<file path="src/rtl/seq_symbol_feeder.sv">
// Serializes packed sequence words into 2-bit nucleotide symbols for the
// sequence-matching core, one symbol every SYM_PERIOD cycles, MSB-first.
module seq_symbol_feeder #(
  parameter int WORD_W     = 32,
  parameter int SYM_PERIOD = 2,
  parameter int LEN_W      = 16
) (
  input  logic              CLK,
  input  logic              RST,
  input  logic              start,
  input  logic [LEN_W-1:0]  seq_len,
  input  logic              in_valid,
  input  logic [WORD_W-1:0] in_data,
  output logic              in_ready,
  output logic [1:0]        symbol,
  output logic              sym_valid,
  output logic              BC_mode,
  output logic              busy,
  output logic              done,
  output logic              underrun
);
  localparam int SYMS = WORD_W / 2;
  localparam int SC_W = $clog2(SYMS + 1);
  localparam int WC_W = LEN_W + 1 - $clog2(SYMS);
  localparam int PC_W = (SYM_PERIOD > 1) ? $clog2(SYM_PERIOD) : 1;

  typedef enum logic [1:0] {IDLE, LOAD, STREAM, STALL} state_t;

  state_t            state_q, state_d;
  logic [WORD_W-1:0] sh_q, pf_q;
  logic [SC_W-1:0]   sh_cnt;     // symbols in sh_q, current symbol included
  logic              pf_vld;
  logic [LEN_W-1:0]  sym_left;
  logic [WC_W-1:0]   words_left, words_init;
  logic [PC_W-1:0]   per_cnt;
  logic [LEN_W:0]    len_round;
  logic              accept, boundary, last, can_shift, no_data, load_sh, load_pf, starve;

  always_ff @(posedge CLK or negedge RST) begin
    if (!RST) state_q <= IDLE;
    else      state_q <= state_d;
  end

  always_comb begin
    state_d = state_q;
    unique case (state_q)
      IDLE:        if (start && seq_len != '0) state_d = LOAD;
      LOAD, STALL: if (accept) state_d = STREAM;
      STREAM: begin
        if (last)        state_d = IDLE;
        else if (starve) state_d = STALL;
      end
      default:     state_d = IDLE;
    endcase
  end

  always_comb begin
    in_ready   = busy && (words_left != '0) && (sh_cnt == '0 || !pf_vld);
    accept     = in_valid && in_ready;
    boundary   = (state_q == STREAM) && (per_cnt == PC_W'(SYM_PERIOD - 1));
    last       = boundary && (sym_left == LEN_W'(1));
    can_shift  = sh_cnt > SC_W'(1);
    no_data    = boundary && !last && !can_shift && !pf_vld;
    // A word arriving exactly on a starved boundary goes straight to the shifter.
    load_sh    = accept && (sh_cnt == '0 || no_data);
    load_pf    = accept && !load_sh;
    starve     = no_data && !accept;
    len_round  = {1'b0, seq_len} + (LEN_W+1)'(SYMS - 1);
    words_init = WC_W'(len_round / (LEN_W+1)'(SYMS));
  end

  always_ff @(posedge CLK or negedge RST) begin
    if (!RST) begin
      sh_q       <= '0;
      pf_q       <= '0;
      sh_cnt     <= '0;
      pf_vld     <= 1'b0;
      sym_left   <= '0;
      words_left <= '0;
      per_cnt    <= '0;
      symbol     <= 2'b00;
      sym_valid  <= 1'b0;
      BC_mode    <= 1'b0;
      busy       <= 1'b0;
      done       <= 1'b0;
      underrun   <= 1'b0;
    end else begin
      done      <= 1'b0;
      sym_valid <= 1'b0;
      if (state_q == STREAM) per_cnt <= boundary ? '0 : per_cnt + PC_W'(1);
      if (accept) words_left <= words_left - WC_W'(1);
      if (state_q == IDLE && start) begin
        if (seq_len == '0) done <= 1'b1;
        else begin
          busy       <= 1'b1;
          underrun   <= 1'b0;
          sym_left   <= seq_len;
          words_left <= words_init;
        end
      end
      if (boundary) begin
        sym_left <= sym_left - LEN_W'(1);
        if (last) begin
          BC_mode <= 1'b0;
          busy    <= 1'b0;
          done    <= 1'b1;
          sh_cnt  <= '0;
          pf_vld  <= 1'b0;
        end else if (can_shift) begin
          sh_q      <= {sh_q[WORD_W-3:0], 2'b00};
          sh_cnt    <= sh_cnt - SC_W'(1);
          symbol    <= sh_q[WORD_W-3 -: 2];
          sym_valid <= 1'b1;
        end else if (pf_vld) begin
          sh_q      <= pf_q;
          sh_cnt    <= SC_W'(SYMS);
          pf_vld    <= 1'b0;
          symbol    <= pf_q[WORD_W-1 -: 2];
          sym_valid <= 1'b1;
        end else begin
          sh_cnt <= '0;
          if (!accept) underrun <= 1'b1;
        end
      end
      if (load_sh) begin
        sh_q      <= in_data;
        sh_cnt    <= SC_W'(SYMS);
        symbol    <= in_data[WORD_W-1 -: 2];
        sym_valid <= 1'b1;
        BC_mode   <= 1'b1;
        per_cnt   <= '0;
      end
      if (load_pf) begin
        pf_q   <= in_data;
        pf_vld <= 1'b1;
      end
    end
  end
endmodule
</file>
<file path="config.mk">
export PLATFORM = sky130hd
export DESIGN_NAME = seq_symbol_feeder
export DESIGN_NICKNAME = d
export VERILOG_FILES = /design/src/rtl/seq_symbol_feeder.sv
export SDC_FILE = /design/constraint.sdc
export NUM_CORES = 1
export LEC_CHECK = 0
export CORE_MARGIN = 1.5
export CORE_UTILIZATION = 26
export CTS_CLUSTER_DIAMETER = 100
export CTS_CLUSTER_SIZE = 16
export DETAILED_ROUTE_END_ITERATION = 8
export GPL_TIMING_DRIVEN = 0
export PLACE_DENSITY_LB_ADDON = 0.2
export SETUP_SLACK_MARGIN = 0.4
export SLEW_MARGIN = 5
export SYNTH_ARGS = -nofsm -noshare
export SYNTH_HDL_FRONTEND = slang
export SYNTH_SLANG_ARGS = --single-unit
export TNS_END_PERCENT = 10
</file>
<file path="constraint.sdc">
create_clock -name CLK -period 6.34 [get_ports CLK]
set_clock_uncertainty 0.05 [all_clocks]
set_input_delay 1.268 -clock CLK [delete_from_list [all_inputs] [get_ports CLK]]
set_output_delay 1.268 -clock CLK [all_outputs]
set_load 0.03 [all_outputs]
</file>
Word-level counts from Yosys, hierarchy flattened. Index checks and enable logic that the tools add are counted.

Bits in registers: 107. Bits in latches: 0. Memory bits (writable): 0. ROM bits: 0. Bits of input ports: 52. Word-level logic and storage cells: 123. Memories: 0.

Add/sub/neg operators: 5. Multiply operators: 0. Divide/modulo/power cells: 0. $lt $le $gt $ge: 1. Equality and inequality tests: 10. Shift-type cells: 0. Mux-type cells: 56. Bitwise logic cells: 0. Reduce and logical (&&, ||, !) cells: 37.

Operator list (number): $mux W30 (5); $mux W16 (3); $mux W13 (3); $mux W1 (30); $mux W5 (5); $mux W2 (9); $add A16 B4 Y17 const B (1); $eq A16 B1 Y1 const B (1); $logic_not A16 Y1 (1); $reduce_bool A16 Y1 (1); $sub A16 B1 Y16 const B (1); $logic_and A1 B1 Y1 (13); $reduce_bool A13 Y1 (1); $sub A13 B1 Y13 const B (1); $reduce_bool A2 Y1 (5); $ne A2 B2 Y1 const B (3); $pmux W2 S3 (1); $reduce_and A2 Y1 (3); $reduce_and A3 Y1 (2); $gt A5 B1 Y1 const B (1); $logic_not A1 Y1 (5); $logic_not A5 Y1 (1); $sub A5 B1 Y5 const B (1); $eq A2 B2 Y1 const B (2); 9 further kinds (10).

Depth between registers and ports, before layout.
Depth in word-level cells: 13. Gate-level depth with buffers: 10. Depth with buffers taken out: 7.

Least setup slack after synthesis. Ideal clock, no wire load.

Path type: reg2out. Start point: register words_left[0]. End point: output in_ready. Data arrival time: 1874 ps. Required time: 5022 ps. Path slack: 3148 ps. Cell stages (with the launch flop): 6. Path buffers: 0. Cell sequence: dfrtp_1 > inv_1 > ha_1 > or4b_1 > nor4_1 > nor2_1.

Longest elaborated chain between the ends: 3.

RTL lines: start: declaration (RTL line 34) `logic [WC_W-1:0] words_left, words_init;`; start signal: assignment (RTL line 91) `if (accept) words_left <= words_left - WC_W'(1);`; start signal: assignment (RTL line 98) `words_left <= words_init;`; $reduce_bool A13 Y1 (RTL line 58) `in_ready = busy && (words_left != '0) && (sh_cnt == '0 || !pf_vld);`; $logic_and A1 B1 Y1 (2 in a row) (RTL line 58); end: declaration (RTL line 14) `output logic in_ready,`.

Every way passes these cells.

Final worst setup path. Ends and elaborated chain as after synthesis.

==> results.cfg <==
[detailed_routing]
drt-met1-wl_mm = 6.58
met3_wire_length_um = 957
post-route-drc-count = 0
vias_per_cell = 4.88
route.vias.total = 4218
top_signal_layer_used = met4
first_pass_iters = 4
drt.antenna.violating_nets = 0
drt-initial-drc-count = 206
wl_per_cell_um = 17.0
met2_length_mm = 7.00
route.final.wire_length_mm = 14.7

[timing]
slew_viol_final = 0
rsz0062_at_grt = false
fin_hold_ws_ps = 436
layout_min_cycle_time_ps = 4350
hold_fails_final_rpt = 0
transition_time_of_the_tightest_slew_check_pin_ps = 895
setup-violations-final = 0
fmax_ghz = 0.230
slew_headroom_pct = 39.8
finalCritPeriodShare_pct = 68.7

[clocking]
cts_hold_buf = 0
clock_tree.htree_level_count = 3
postCtsResizedCells = 0
clkSinkCount = 107
post_cts_buffers = 0
clock_latency_ps = 370
worst_setup_hold_path_clk_slew_ps = 70
clockRootBuffer = sky130_fd_sc_hd__clkbuf_16
tritoncts = built
longest_clk_path_bufs = 2
cts_buffers = 9

[critical_path]
path_max_fanout = 6
setup.worst_path.end_class = output pin
rr_startpoint = sym_left[1]$_DFFE_PN0P_
crit_arrival_ps = 3040
reg2reg_slack_ps = 3120
cp-endpoint = in_ready
rr_endpoint = sh_q[24]$_DFFE_PN0P_
setup.worst_path.start = words_left[0]$_DFF_PN0_
worstRegToRegCells = 9
setup.worst_path.class = flip-flop to output pin
worst_setup_path_start_kind = flip-flop
required_ps = 5020

[cells_and_area]
syn_to_final_growth_pct = 21.5
proportion_of_layout_cells_with_a_drive_suffix_above_1_pct = 25.9
design.final.nets = 633
fin_area_um2 = 7230
area.sequential_um2 = 2680
count_of_antenna_diodes_in_the_layout = 0
multi_input_area_um2 = 3040
number_of_fill_cells = 2289

[placement]
dp.final_hpwl_mm = 10.5
port-buffer-count = 59
postPlaceCellArea_um2 = 6920
globalplace.congestion = 0.837

[die]
initial_utilization_pct = 26.4
coreArea_um2 = 22600
num_io_pins = 60
design.die.area_um2 = 23800
die_width_um = 154
num_rows = 55
die-height_um = 154

[power_and_ir_drop]
irDropWorstVdd_uv = 105
total_power_density_per_cell_area_nw_per_um2 = 225
cellLeakagePower_nw = 3.26

[yosys]
yosysSeqAreaShare_pct = 45.0
syn-cell-area_um2 = 5950
ys_top_cells_by_area = sky130_fd_sc_hd__dfrtp_1 45%, sky130_fd_sc_hd__mux2_2 18%, sky130_fd_sc_hd__mux2_4 5.0%
post_syn_nets = 562
synth-async-reset-ratio_pct = 100
number_of_instances_in_the_synthesized_netlist = 504
synth.top_cell.area_share_pct = 45.0
yosysWarnings = 0
syn_area_per_cell_um2 = 11.8
dominantRegCellSynth = sky130_fd_sc_hd__dfrtp_1
number_of_enable_flip_flop_cells_after_synthesis = 0
synth.ff_latch_count = 107
synth_area_leader_cell = sky130_fd_sc_hd__dfrtp_1
yosysUniqueCellTypes = 61

[grt]
vias_in_the_first_global_route = 4471
grt_use_total_pct = 13.0
antenna_found_initial = 0
globalRouteOverflowTotal = 0
grt_first_pass_wirelength_mm = 24.2
largest_net_degree_at_the_start_of_global_routing = 58

[run]
cap_viol_max_count = 0

[outcome]
run_status = completed

[worst_hold_path]
hold_path_class = flip-flop to flip-flop
[per-layer routing]
layer  track usage, %  vias to the layer above
met2             21.0                       95
met3             4.12                       13
li1                 -                     1999
met1             16.6                     2111
met4             4.08                        0
met5                0                        -
[logic make-up after synthesis]
family	count (synthesis)	synth area share, %
XOR/XNOR	21	3.09
flip-flops	107	45.0
multiplexers	133	26.3
adder cells (fa/ha/maj)	6	1.26
AND/OR/NAND/NOR	140	13.7
AO/OA/AOI/OAI	59	6.86
buffers and inverters	38	3.83
[worst min path at each step]
stage | from | end | slack (ps) | depth (start not counted)
finish | pf_q[3]$_DFFE_PN0P_ | pf_q[3]$_DFFE_PN0P_ | 440 | 1
global route | pf_q[3]$_DFFE_PN0P_ | pf_q[3]$_DFFE_PN0P_ | 440 | 1
CTS | pf_q[3]$_DFFE_PN0P_ | pf_q[3]$_DFFE_PN0P_ | 440 | 1
detailed placement | pf_q[3]$_DFFE_PN0P_ | pf_q[3]$_DFFE_PN0P_ | 420 | 1
global placement | pf_q[6]$_DFFE_PN0P_ | pf_q[6]$_DFFE_PN0P_ | 410 | 1
floorplan | pf_q[2]$_DFFE_PN0P_ | pf_q[2]$_DFFE_PN0P_ | 400 | 1
[cell usage in the layout (no fill, tap or decap), types with 5 or more instances in the layout]
cell type / n
sky130_fd_sc_hd__inv_1: 14
sky130_fd_sc_hd__xnor2_1: 13
sky130_fd_sc_hd__mux2_1: 12
sky130_fd_sc_hd__nor4_1: 10
sky130_fd_sc_hd__nand3_1: 21
sky130_fd_sc_hd__clkbuf_1: 13
sky130_fd_sc_hd__nand2b_1: 5
sky130_fd_sc_hd__a21oi_1: 8
sky130_fd_sc_hd__nand2_1: 29
sky130_fd_sc_hd__nor3_1: 10
sky130_fd_sc_hd__o21ai_0: 17
sky130_fd_sc_hd__nand4_1: 6
sky130_fd_sc_hd__mux2_4: 20
sky130_fd_sc_hd__xor2_1: 8
sky130_fd_sc_hd__mux2_2: 93
sky130_fd_sc_hd__dfrtp_1: 107
sky130_fd_sc_hd__clkbuf_16: 9
sky130_fd_sc_hd__a22oi_1: 5
sky130_fd_sc_hd__ha_1: 6
sky130_fd_sc_hd__mux2i_1: 8
sky130_fd_sc_hd__clkdlybuf4s50_1: 58
sky130_fd_sc_hd__or4_1: 5
sky130_fd_sc_hd__nor2_1: 20
[cell usage after synthesis (3+ instances only)]
master	count
sky130_fd_sc_hd__or4_1	5
sky130_fd_sc_hd__o21ai_0	17
sky130_fd_sc_hd__nand2_1	29
sky130_fd_sc_hd__a221o_1	3
sky130_fd_sc_hd__nor4_1	10
sky130_fd_sc_hd__nor2_1	20
sky130_fd_sc_hd__nand3b_1	4
sky130_fd_sc_hd__and2_1	4
sky130_fd_sc_hd__nor3_1	10
sky130_fd_sc_hd__mux2i_1	8
sky130_fd_sc_hd__dfrtp_1	107
sky130_fd_sc_hd__mux2_2	93
sky130_fd_sc_hd__o22ai_1	3
sky130_fd_sc_hd__a22oi_1	5
sky130_fd_sc_hd__buf_12	3
sky130_fd_sc_hd__ha_1	6
sky130_fd_sc_hd__or3_1	3
sky130_fd_sc_hd__mux2_1	12
sky130_fd_sc_hd__nor3b_1	3
sky130_fd_sc_hd__a211oi_1	4
sky130_fd_sc_hd__nor4b_1	4
sky130_fd_sc_hd__inv_1	14
sky130_fd_sc_hd__nand4_1	6
sky130_fd_sc_hd__clkbuf_1	13
sky130_fd_sc_hd__xor2_1	8
sky130_fd_sc_hd__nand2b_1	5
sky130_fd_sc_hd__a21oi_1	8
sky130_fd_sc_hd__nand3_1	21
sky130_fd_sc_hd__xnor2_1	13
sky130_fd_sc_hd__mux2_4	20
sky130_fd_sc_hd__o211ai_1	4
[stage by stage]
stage                     setup slack (ps)  power (mW)  setup TNS, ps  utilization (%)  cells
after CTS                             2010        1.64              0             32.0    865
after global placement                -468        1.05         -49240             30.5    848
final                                 1990        1.62              0             32.0    865
after global routing                  1870        1.71              0             32.0    865
after floorplan                       3150       0.946              0                -    504
after detailed placement              2300        1.06              0             30.7    849
[power by group]
group	internal, mW	total (mW)	switching, mW
logic	0.112	0.229	0.118
registers	0.745	0.818	0.0732
clock network	0.290	0.577	0.287
total	1.15	1.62	0.477
[flip-flops by register name, indices dropped and copies added, names as in the netlist]
name	flops
state_q	2
underrun	1
sym_left	16
symbol	2
per_cnt	1
done	1
BC_mode	1
pf_vld	1
sh_q	30
words_left	13
pf_q	32
sym_valid	1
busy	1
sh_cnt	5
[final cells by class]
class                           instances  share of cell area, %
Inverter                               14                  0.727
Timing Repair Buffer                   60                   8.57
Clock buffer                           10                   3.31
Buffer                                 24                   2.42
Sequential cell                       107                   37.0
Multi-Input combinational cell        359                   42.1
Tap cell                              285                   4.93
Clock inverter                          6                  0.900
[critical path, stage by stage, from the launching register on]
cell and delay [ps]:
sky130_fd_sc_hd__dfrtp_1 400, sky130_fd_sc_hd__inv_1 100, sky130_fd_sc_hd__ha_1 200, sky130_fd_sc_hd__or4b_1 480
sky130_fd_sc_hd__nor4_1 700, sky130_fd_sc_hd__nor2_1 160, sky130_fd_sc_hd__clkdlybuf4s50_1 640
Power figures use the tool's default switching activity.
